**config.mk**
```make
export PLATFORM = sky130hd
export DESIGN_NAME = alu_issue
export DESIGN_NICKNAME = d
export VERILOG_FILES = /design/src/rtl/alu_issue_pkg.sv /design/src/rtl/alu_regfile.sv /design/src/rtl/alu_issue.sv
export SDC_FILE = /design/constraint.sdc
export NUM_CORES = 1
export LEC_CHECK = 0
export CORE_MARGIN = 10
export CORE_UTILIZATION = 30
export CTS_BUF_LIST = sky130_fd_sc_hd__clkbuf_2
export DETAILED_ROUTE_END_ITERATION = 6
export PLACE_DENSITY = 0.57
export RECOVER_POWER = 50
export SLEW_MARGIN = 20
export SYNTH_ARGS = -nofsm -noshare
export SYNTH_HDL_FRONTEND = slang
export SYNTH_SLANG_ARGS = --single-unit
```
**constraint.sdc**
```tcl
create_clock -name clk -period 3.4 [get_ports clk]
set_clock_uncertainty 0.2 [all_clocks]
set_input_delay 0.34 -clock clk [delete_from_list [all_inputs] [get_ports clk]]
set_output_delay 0.34 -clock clk [all_outputs]
set_load 0.1 [all_outputs]
```
**src/rtl/alu_issue_pkg.sv**
```systemverilog
// instr_pack: shared types for the ALU issue stage.
//   math        - 4-bit ALU operation encoding (instr[8:5]).
//   issue_instr - packed view of the 9-bit issue word {op, x/dest reg, y reg}.
//   issue_state - issue FSM states.
//   is_s_class  - ops whose result lands in s_out (status) rather than r_out.
package instr_pack;

  typedef enum logic [3:0] {
    ADD  = 4'd0,
    SUB  = 4'd1,
    AND8 = 4'd2,
    OR8  = 4'd3,
    XOR8 = 4'd4,
    NOT8 = 4'd5,
    SHL  = 4'd6,
    SHR  = 4'd7,
    ROR  = 4'd8,
    ROL  = 4'd9,
    INC  = 4'd10,
    DEC  = 4'd11,
    EQL8 = 4'd12,
    EQL5 = 4'd13,
    PARx = 4'd14,
    PARy = 4'd15
  } math;

  // ROL is encoded but the ALU behind this stage does not implement it.
  localparam math ILLEGAL_OP = ROL;

  typedef enum logic [1:0] {IDLE, READ, EXEC, WB} issue_state;

  typedef struct packed {
    math        op;
    logic [2:0] xr;   // x operand and destination register
    logic [1:0] yr;   // y operand, r0..r3 only
  } issue_instr;

  // s-class ops produce a status bit; they never write the register file.
  function automatic logic is_s_class(input math op);
    return op inside {EQL8, EQL5, PARx, PARy};
  endfunction

endpackage

```
**src/rtl/alu_regfile.sv**
```systemverilog
// alu_regfile: NREG x DW register file for the issue stage.
//   clk, rst_n          - clock, synchronous active-low reset (clears all entries)
//   we_i/waddr_i/wdata_i - single synchronous write port
//   raddr_{x,y,m}_i      - three asynchronous read addresses
//   rdata_{x,y,m}_o      - corresponding read data
module alu_regfile #(
  parameter int DW   = 8,
  parameter int NREG = 8,
  localparam int AW  = $clog2(NREG)
) (
  input  logic          clk,
  input  logic          rst_n,
  input  logic          we_i,
  input  logic [AW-1:0] waddr_i,
  input  logic [DW-1:0] wdata_i,
  input  logic [AW-1:0] raddr_x_i,
  input  logic [AW-1:0] raddr_y_i,
  input  logic [AW-1:0] raddr_m_i,
  output logic [DW-1:0] rdata_x_o,
  output logic [DW-1:0] rdata_y_o,
  output logic [DW-1:0] rdata_m_o
);

  logic [NREG-1:0][DW-1:0] regs_q;

  always_ff @(posedge clk) begin
    if (!rst_n)    regs_q <= '0;
    else if (we_i) regs_q[waddr_i] <= wdata_i;
  end

  assign rdata_x_o = regs_q[raddr_x_i];
  assign rdata_y_o = regs_q[raddr_y_i];
  assign rdata_m_o = regs_q[raddr_m_i];

endmodule

```
**src/rtl/alu_issue.sv**
```systemverilog
// alu_issue: non-pipelined issue stage in front of the ALU.
// One instruction in flight: IDLE(accept) -> READ -> EXEC -> WB -> IDLE.
//   clk, rst_n              - clock, synchronous active-low reset
//   instr/instr_valid/ready - 9-bit instruction handshake, ready only in IDLE
//   ld_en/ld_addr/ld_data   - external register load, honoured only in IDLE
//   ld_drop                 - pulse: a load arrived while busy and was discarded
//   x, y, m, math_op        - registered ALU operands and operation
//   alu_en, alu_rs          - ALU enable (one cycle) and result select (1 = s_out)
//   r_out, s_out            - ALU results, sampled in WB
//   flag                    - s_out[0] of the last s-class instruction
//   done, illegal           - pulses: writeback complete / ROL rejected
module alu_issue
  import instr_pack::*;
#(
  parameter int DW    = 8,
  parameter int NREG  = 8,
  parameter int M_REG = 7,
  localparam int AW   = $clog2(NREG)
) (
  input  logic          clk,
  input  logic          rst_n,
  input  logic [8:0]    instr,
  input  logic          instr_valid,
  output logic          instr_ready,
  input  logic          ld_en,
  input  logic [AW-1:0] ld_addr,
  input  logic [DW-1:0] ld_data,
  output logic          ld_drop,
  output logic [DW-1:0] x,
  output logic [DW-1:0] y,
  output logic [DW-1:0] m,
  output math           math_op,
  output logic          alu_en,
  output logic          alu_rs,
  input  logic [DW-1:0] r_out,
  input  logic [DW-1:0] s_out,
  output logic          flag,
  output logic          done,
  output logic          illegal
);

  issue_state state_q, state_d;
  issue_instr instr_q, instr_w;

  logic [DW-1:0] x_q, y_q, m_q;
  math           math_op_q;
  logic          alu_en_q, alu_rs_q, flag_q, done_q, illegal_q, ld_drop_q;

  logic          accept;
  logic          rf_we;
  logic [AW-1:0] rf_waddr;
  logic [DW-1:0] rf_wdata;
  logic [DW-1:0] rd_x, rd_y, rd_m;

  // Only s_out[0] carries status; keep the rest visibly consumed.
  logic unused_s_hi;
  assign unused_s_hi = ^s_out[DW-1:1];

  assign instr_w = issue_instr'(instr);

  alu_regfile #(.DW(DW), .NREG(NREG)) u_rf (
    .clk       (clk),
    .rst_n     (rst_n),
    .we_i      (rf_we),
    .waddr_i   (rf_waddr),
    .wdata_i   (rf_wdata),
    .raddr_x_i (AW'(instr_q.xr)),
    .raddr_y_i (AW'(instr_q.yr)),   // y index zero-extended
    .raddr_m_i (AW'(M_REG)),
    .rdata_x_o (rd_x),
    .rdata_y_o (rd_y),
    .rdata_m_o (rd_m)
  );

  // Next state and write-port steering. The write port belongs to the
  // external load in IDLE and to writeback in WB; the two never overlap.
  always_comb begin
    state_d  = state_q;
    accept   = 1'b0;
    rf_we    = 1'b0;
    rf_waddr = ld_addr;
    rf_wdata = ld_data;
    unique case (state_q)
      IDLE: begin
        rf_we = ld_en;
        if (instr_valid) begin
          accept = 1'b1;
          if (instr_w.op != ILLEGAL_OP) state_d = READ;
        end
      end
      READ: state_d = EXEC;
      EXEC: state_d = WB;
      WB: begin
        state_d = IDLE;
        if (!alu_rs_q) begin
          rf_we    = 1'b1;
          rf_waddr = AW'(instr_q.xr);
          rf_wdata = r_out;
        end
      end
      default: state_d = IDLE;
    endcase
  end

  always_ff @(posedge clk) begin
    if (!rst_n) begin
      state_q   <= IDLE;
      instr_q   <= '0;
      x_q       <= '0;
      y_q       <= '0;
      m_q       <= '0;
      math_op_q <= ADD;
      alu_en_q  <= 1'b0;
      alu_rs_q  <= 1'b0;
      flag_q    <= 1'b0;
      done_q    <= 1'b0;
      illegal_q <= 1'b0;
      ld_drop_q <= 1'b0;
    end else begin
      state_q   <= state_d;
      if (accept) instr_q <= instr_w;
      illegal_q <= accept && (instr_w.op == ILLEGAL_OP);
      ld_drop_q <= ld_en && (state_q != IDLE);
      // alu_en and done are one-cycle markers of EXEC and WB respectively.
      alu_en_q  <= (state_q == READ);
      done_q    <= (state_q == EXEC);
      if (state_q == READ) begin
        x_q       <= rd_x;
        y_q       <= rd_y;
        m_q       <= rd_m;
        math_op_q <= instr_q.op;
        alu_rs_q  <= is_s_class(instr_q.op);
      end
      if ((state_q == WB) && alu_rs_q) flag_q <= s_out[0];
    end
  end

  assign instr_ready = (state_q == IDLE);
  assign x           = x_q;
  assign y           = y_q;
  assign m           = m_q;
  assign math_op     = math_op_q;
  assign alu_en      = alu_en_q;
  assign alu_rs      = alu_rs_q;
  assign flag        = flag_q;
  assign done        = done_q;
  assign illegal     = illegal_q;
  assign ld_drop     = ld_drop_q;

endmodule

```
# ---- Yosys cells after proc, flatten, opt, wreduce, memory -nomap -nowiden
# Index checks and enable logic that the tools add are counted.
dict set report totals {
  register_bits 109
  output_inout_bits 35
  word_cells 63
}
dict set report classes {
  order_cmp 4
  n_eq_ne 11
  muxes 18
  n_reduce_logical 8
}
# cell n
set ops {}
lappend ops {{$bwmux W64} 1}
lappend ops {{$mux W8} 5}
lappend ops {{$bmux W8 S3} 1}
lappend ops {{$demux W8 S3} 1}
lappend ops {{$eq A4 B4 Y1 const B} 5}
lappend ops {{$bmux W8 S2} 1}
lappend ops {{$lt A3 B4 Y1 const B} 2}
lappend ops {{$pmux W2 S4} 1}
lappend ops {{$mux W3} 2}
lappend ops {{$eq A2 B2 Y1 const B} 2}
lappend ops {{$logic_and A1 B1 Y1} 4}
lappend ops {{$lt A2 B4 Y1 const B} 1}
lappend ops {{$mux W2} 2}
lappend ops {{$ne A4 B4 Y1 const B} 1}
lappend ops {{$reduce_bool A4 Y1} 1}
lappend ops {{$ge A3 B1 Y1 const B} 1}
lappend ops {{$mux W1} 3}
lappend ops {{$eq A2 B1 Y1 const B} 1}
lappend ops {{$logic_not A2 Y1} 1}
lappend ops {{$ne A2 B1 Y1 const B} 1}
lappend ops {{$ne A2 B2 Y1 const B} 1}
lappend ops {{$pmux W1 S2} 1}
lappend ops {{$reduce_and A2 Y1} 1}
lappend ops {{$reduce_bool A2 Y1} 1}

# ---- Logic depth before layout (Yosys ltp)
dict set report logic_depth {
  word_depth 7
  ltp_mapped 7
  depth_no_buf 6
}

# ---- By module
# A second synthesis with hierarchy kept.
dict set report unflattened {
  hier_cells 545
  area_unflattened_um2 6134.6
}
# mod instances cells_each area_per_inst_um2
set by_module_without_submodules {}
lappend by_module_without_submodules {alu_regfile 1 359 4164.0}
lappend by_module_without_submodules {alu_issue 1 186 1970.6}

# ---- Worst setup path before layout
# Ideal clock, no wire load.
dict set report synth_path {
  path_kind {register to register}
  from {register state_q[0]}
  to {register u_rf.regs_q[14] (netlist bit)}
  arrival_time_ns 2.397
  t_required_ns 3.127
  path_slack_ns 0.730
  stages_incl_launch_ff 8
  n_path_buf 1
  synth_period_minus_slack_ns 2.670
  cell_sequence {dfxtp_1 > inv_1 > ha_1 > nand2_1 > a21oi_4 > o2111a_1 > buf_6 > mux2i_1}
}
dict set report synth_via {
  word_cells_on_any_way 11
  classes_between {order compare: 2; eq/ne: 1; mux: 6; reduce/logical: 2}
}
# element line
set synth_rtl {}
lappend synth_rtl {{from (decl)} alu_issue.sv:42} ;# issue_state state_q, state_d;
lappend synth_rtl {{from (signal assigned)} alu_issue.sv:120} ;# state_q <= state_d;
lappend synth_rtl {{$logic_not A2 Y1} -}
lappend synth_rtl {{via instr_ready} alu_issue.sv:24} ;# output logic instr_ready,
lappend synth_rtl {{$pmux W1 S2} alu_issue.sv:83} ;# unique case (state_q)
lappend synth_rtl {{to (signal, indexed assignment)} alu_regfile.sv:28} ;# else if (we_i) regs_q[waddr_i] <= wdata_i;
lappend synth_rtl {{to (decl)} alu_regfile.sv:24} ;# logic [NREG-1:0][DW-1:0] regs_q;
# The timed path passes the listed nets, and every way through them passes these cells.
# A chain may end at the register's enable or synchronous reset.

# ---- Worst setup path in the final report
dict set report layout_path {
  from {register state_q[0]}
  to {output instr_ready}
}
dict set report layout_via {
  elab_chain_len 1
}
# element line
set layout_rtl {}
lappend layout_rtl {{$logic_not A2 Y1} alu_issue.sv:138} ;# assign instr_ready = (state_q == IDLE);
lappend layout_rtl {{to (decl)} alu_issue.sv:24}
# Every way passes these cells.

==> results.toml <==
[yosys]
synth-seq-cells = 109
synth.top_cell.area_share = 0.440
synth_area_um2 = 4950
synth_area_leader_cell = "dfxtp_1"
syn-num-nets = 519
synth_edf_count = 0
synth_cells = 474
synthFlopType = "dfxtp_1"
synthArstFlopShare = 0
synthTopCellsByArea = "dfxtp_1 (44%), mux2i_1 (21%), nand2_1 (7.4%)"
synth_most_common_cell = "dfxtp_1"
syn_avg_cell_area_um2 = 10.5
ys_seq_area_frac = 0.440
netlist_top_cells_count = "dfxtp_1 (109), mux2i_1 (103), nand2_1 (98)"
yosys_warnings = 0
synth_cell_types = 32

[sta]
setup_viol = 0
slew_headroom = 0.127
fin_tns_setup_ns = 0
setup_slack_ns = 0.556
worstMarginPinSlew_ns = 1.31
fmax_mhz = 352
min_period_over_period = 0.837
slew_violations = 0
finalCriticalPeriod_ns = 2.84
rsz0062_at_grt = "no"
hold_violations = 0

[pwr]
ir_drop_mv = 0.441
seqPwrFrac = 0.425
p_int_mw = 2.06
clkPwrFrac = 0.169
switchingPower_mw = 1.56
p_leak_nw = 2.40
cellPowerDensity_nw_per_um2 = 613
combPwrFrac = 0.405
fin_total_pwr_mw = 3.62
p_sw_frac = 0.432

[floorplanning]
io-pin-count = 75
core-area_um2 = 16100
fp.dieW_um = 149
dieHeight_um = 149
num_rows = 46
start_util = 0.309
fp.dieArea_um2 = 22100

[final_layout]
fin_area_um2 = 5910
syn_to_final_growth_pct = 19.3
layout-drive-gt1-share = 0.110
final_util = 0.368
n_fill_cell = 1566
layout.nets = 576

[place]
dp_slack_ns = 0.675
dp_hpwl_um = 8960
place_area_um2 = 5790
portBuffers = 67
place_congestion = 0.772

[worst_hold_path]
worstHoldStart = "instr[8]"
hold_path_depth = 3
holdPathEnd = "instr_q[8]"
hold_class = "in2reg"

[global_route]
grt.overflow.total = 0
grt_pass1_wl_um = 20100
grt_max_degree = 60
antenna_found_initial = 1
grt_usage = 0.115
grt_pass1_vias = 3620

[detailed_routing]
wl_um = 12700
first_pass_iters = 4
drc = 0
vias_per_cell = 4.80
drt-wirelength-per-cell_um = 16.9
final_antenna_net_count = 0
drt_iter0_markers = 169
dr_total_vias = 3618

[worst_setup_path]
worst_setup_path_start_kind = "flip-flop"
r2r_cells = 6
crit_path_max_fanout = 6
cp.required_ns = 2.86
crit_path_end_kind = "output port"
arrival_ns = 2.30
critPathKind = "reg2out"
worst-r2r-setup-slack_ns = 0.57
r2r-start = "state_q[0]"
r2r_end = "u_rf.regs_q[15]"

[status]
status = "finished clean"

[cts]
clkTransAtPathRegs_ns = 0.30
h-tree-depth = 3
clockBufferDepth = 2
root_buffer = "clkbuf_2"
cts_tree = "built"
cts_sinks = 109
clock_latency_ns = 0.64
cts_buffers = 9
post_cts_buffers = 0

[flow_run]
maxCapViolations = 0
## cell families after synthesis
logic type | after synthesis | synth area share
compound gates | 49 | 0.0740
fa+ha+maj | 5 | 0.0126
buf+inv | 32 | 0.0323
flops | 109 | 0.440
mux | 138 | 0.309
simple gates | 141 | 0.132
## sequential cells by signal, summed over array words and instances, names as in the netlist
register / count
u_rf.regs_q: 64
instr_q: 9
m: 8
x: 8
y: 8
math_op: 4
state_q: 2
alu_en: 1
alu_rs: 1
done: 1
flag: 1
illegal: 1
ld_drop: 1
## timing repair
item	4_1_cts	5_1_grt
hold buffers	2	0
hold endpoints to repair	9	0
gates resized for setup	0	0
## critical path: stages, from the launching register on
cell      delay (ns)
dfxtp_1         0.42
inv_1           0.11
ha_1            0.25
clkbuf_1        0.89
## routing by layer
layer,vias to the layer above,wire (um),global-route usage
met1,1763,6100,0.152
met4,0,235,0.0461
li1,1770,-,-
met3,15,701,0.0267
met2,70,5660,0.175
met5,-,0,0
## cell type report
cell class / count / area (um^2) / area share
clock inverters: 6 / 62.6 / 0.0106
clock buffers: 10 / 50.0 / 0.00847
multi-input cells: 333 / 2620 / 0.442
inverters: 3 / 11.3 / 0.00191
flip-flops and latches: 109 / 2180 / 0.369
diodes: 1 / 2.50 / 0.000423
well taps: 216 / 270 / 0.0457
repair buffers: 75 / 717 / 0.121
## worst max path at each step
stage	from	to	slack (ns)	cells past startpoint
3_3_place_gp	state_q[0]	u_rf.regs_q[14]	0.75	6
3_5_place_dp	state_q[0]	u_rf.regs_q[15]	0.67	6
2_1_floorplan	state_q[0]	u_rf.regs_q[14]	0.73	7
4_1_cts	alu_rs	alu_rs	0.58	1
6_report	state_q[0]	instr_ready	0.56	3
5_1_grt	rst_n	x[5]	0.25	5
## metrics by stage
step	instances	hold slack, ns
2_1_floorplan	474	0.235
3_3_place_gp	734	0.242
3_5_place_dp	734	0.249
4_1_cts	752	0.0130
5_1_grt	753	0.0381
6_report	753	0.0415
## cells in the final DEF, fill, tap and decap left out, types with 2 or more instances in the layout
| cell type | Yosys | routed |
|---|---|---|
| o22ai_1 | 8 | 8 |
| a221o_1 | 8 | 8 |
| nor2_1 | 3 | 3 |
| ha_1 | 5 | 4 |
| nand3_1 | 2 | 2 |
| nand2_1 | 98 | 98 |
| buf_4 | 4 | 4 |
| mux2_1 | 0 | 4 |
| nand2b_1 | 4 | 4 |
| clkinv_1 | 0 | 2 |
| mux2_2 | 25 | 21 |
| nand3_2 | 6 | 6 |
| inv_1 | 3 | 3 |
| clkdlybuf4s50_1 | 0 | 65 |
| nor2b_1 | 23 | 23 |
| a21oi_1 | 8 | 8 |
| dfxtp_1 | 109 | 109 |
| a21boi_0 | 11 | 11 |
| clkbuf_2 | 1 | 11 |
| clkbuf_1 | 19 | 3 |
| dlygate4sd3_1 | 0 | 2 |
| mux2i_1 | 103 | 103 |
| mux4_2 | 8 | 8 |
| o21ai_0 | 10 | 10 |
| and2_1 | 3 | 3 |
## power by group through the flow
stage	registers [mW]	clock network (mW)	logic, mW
finish	1.54	0.614	1.47
global route	1.56	0.676	1.55
CTS	1.54	0.637	1.49
detailed placement	1.57	0	1.49
global placement	1.56	0	1.47
floorplan	1.95	0	0.728
(Power assumes the default switching activity.)
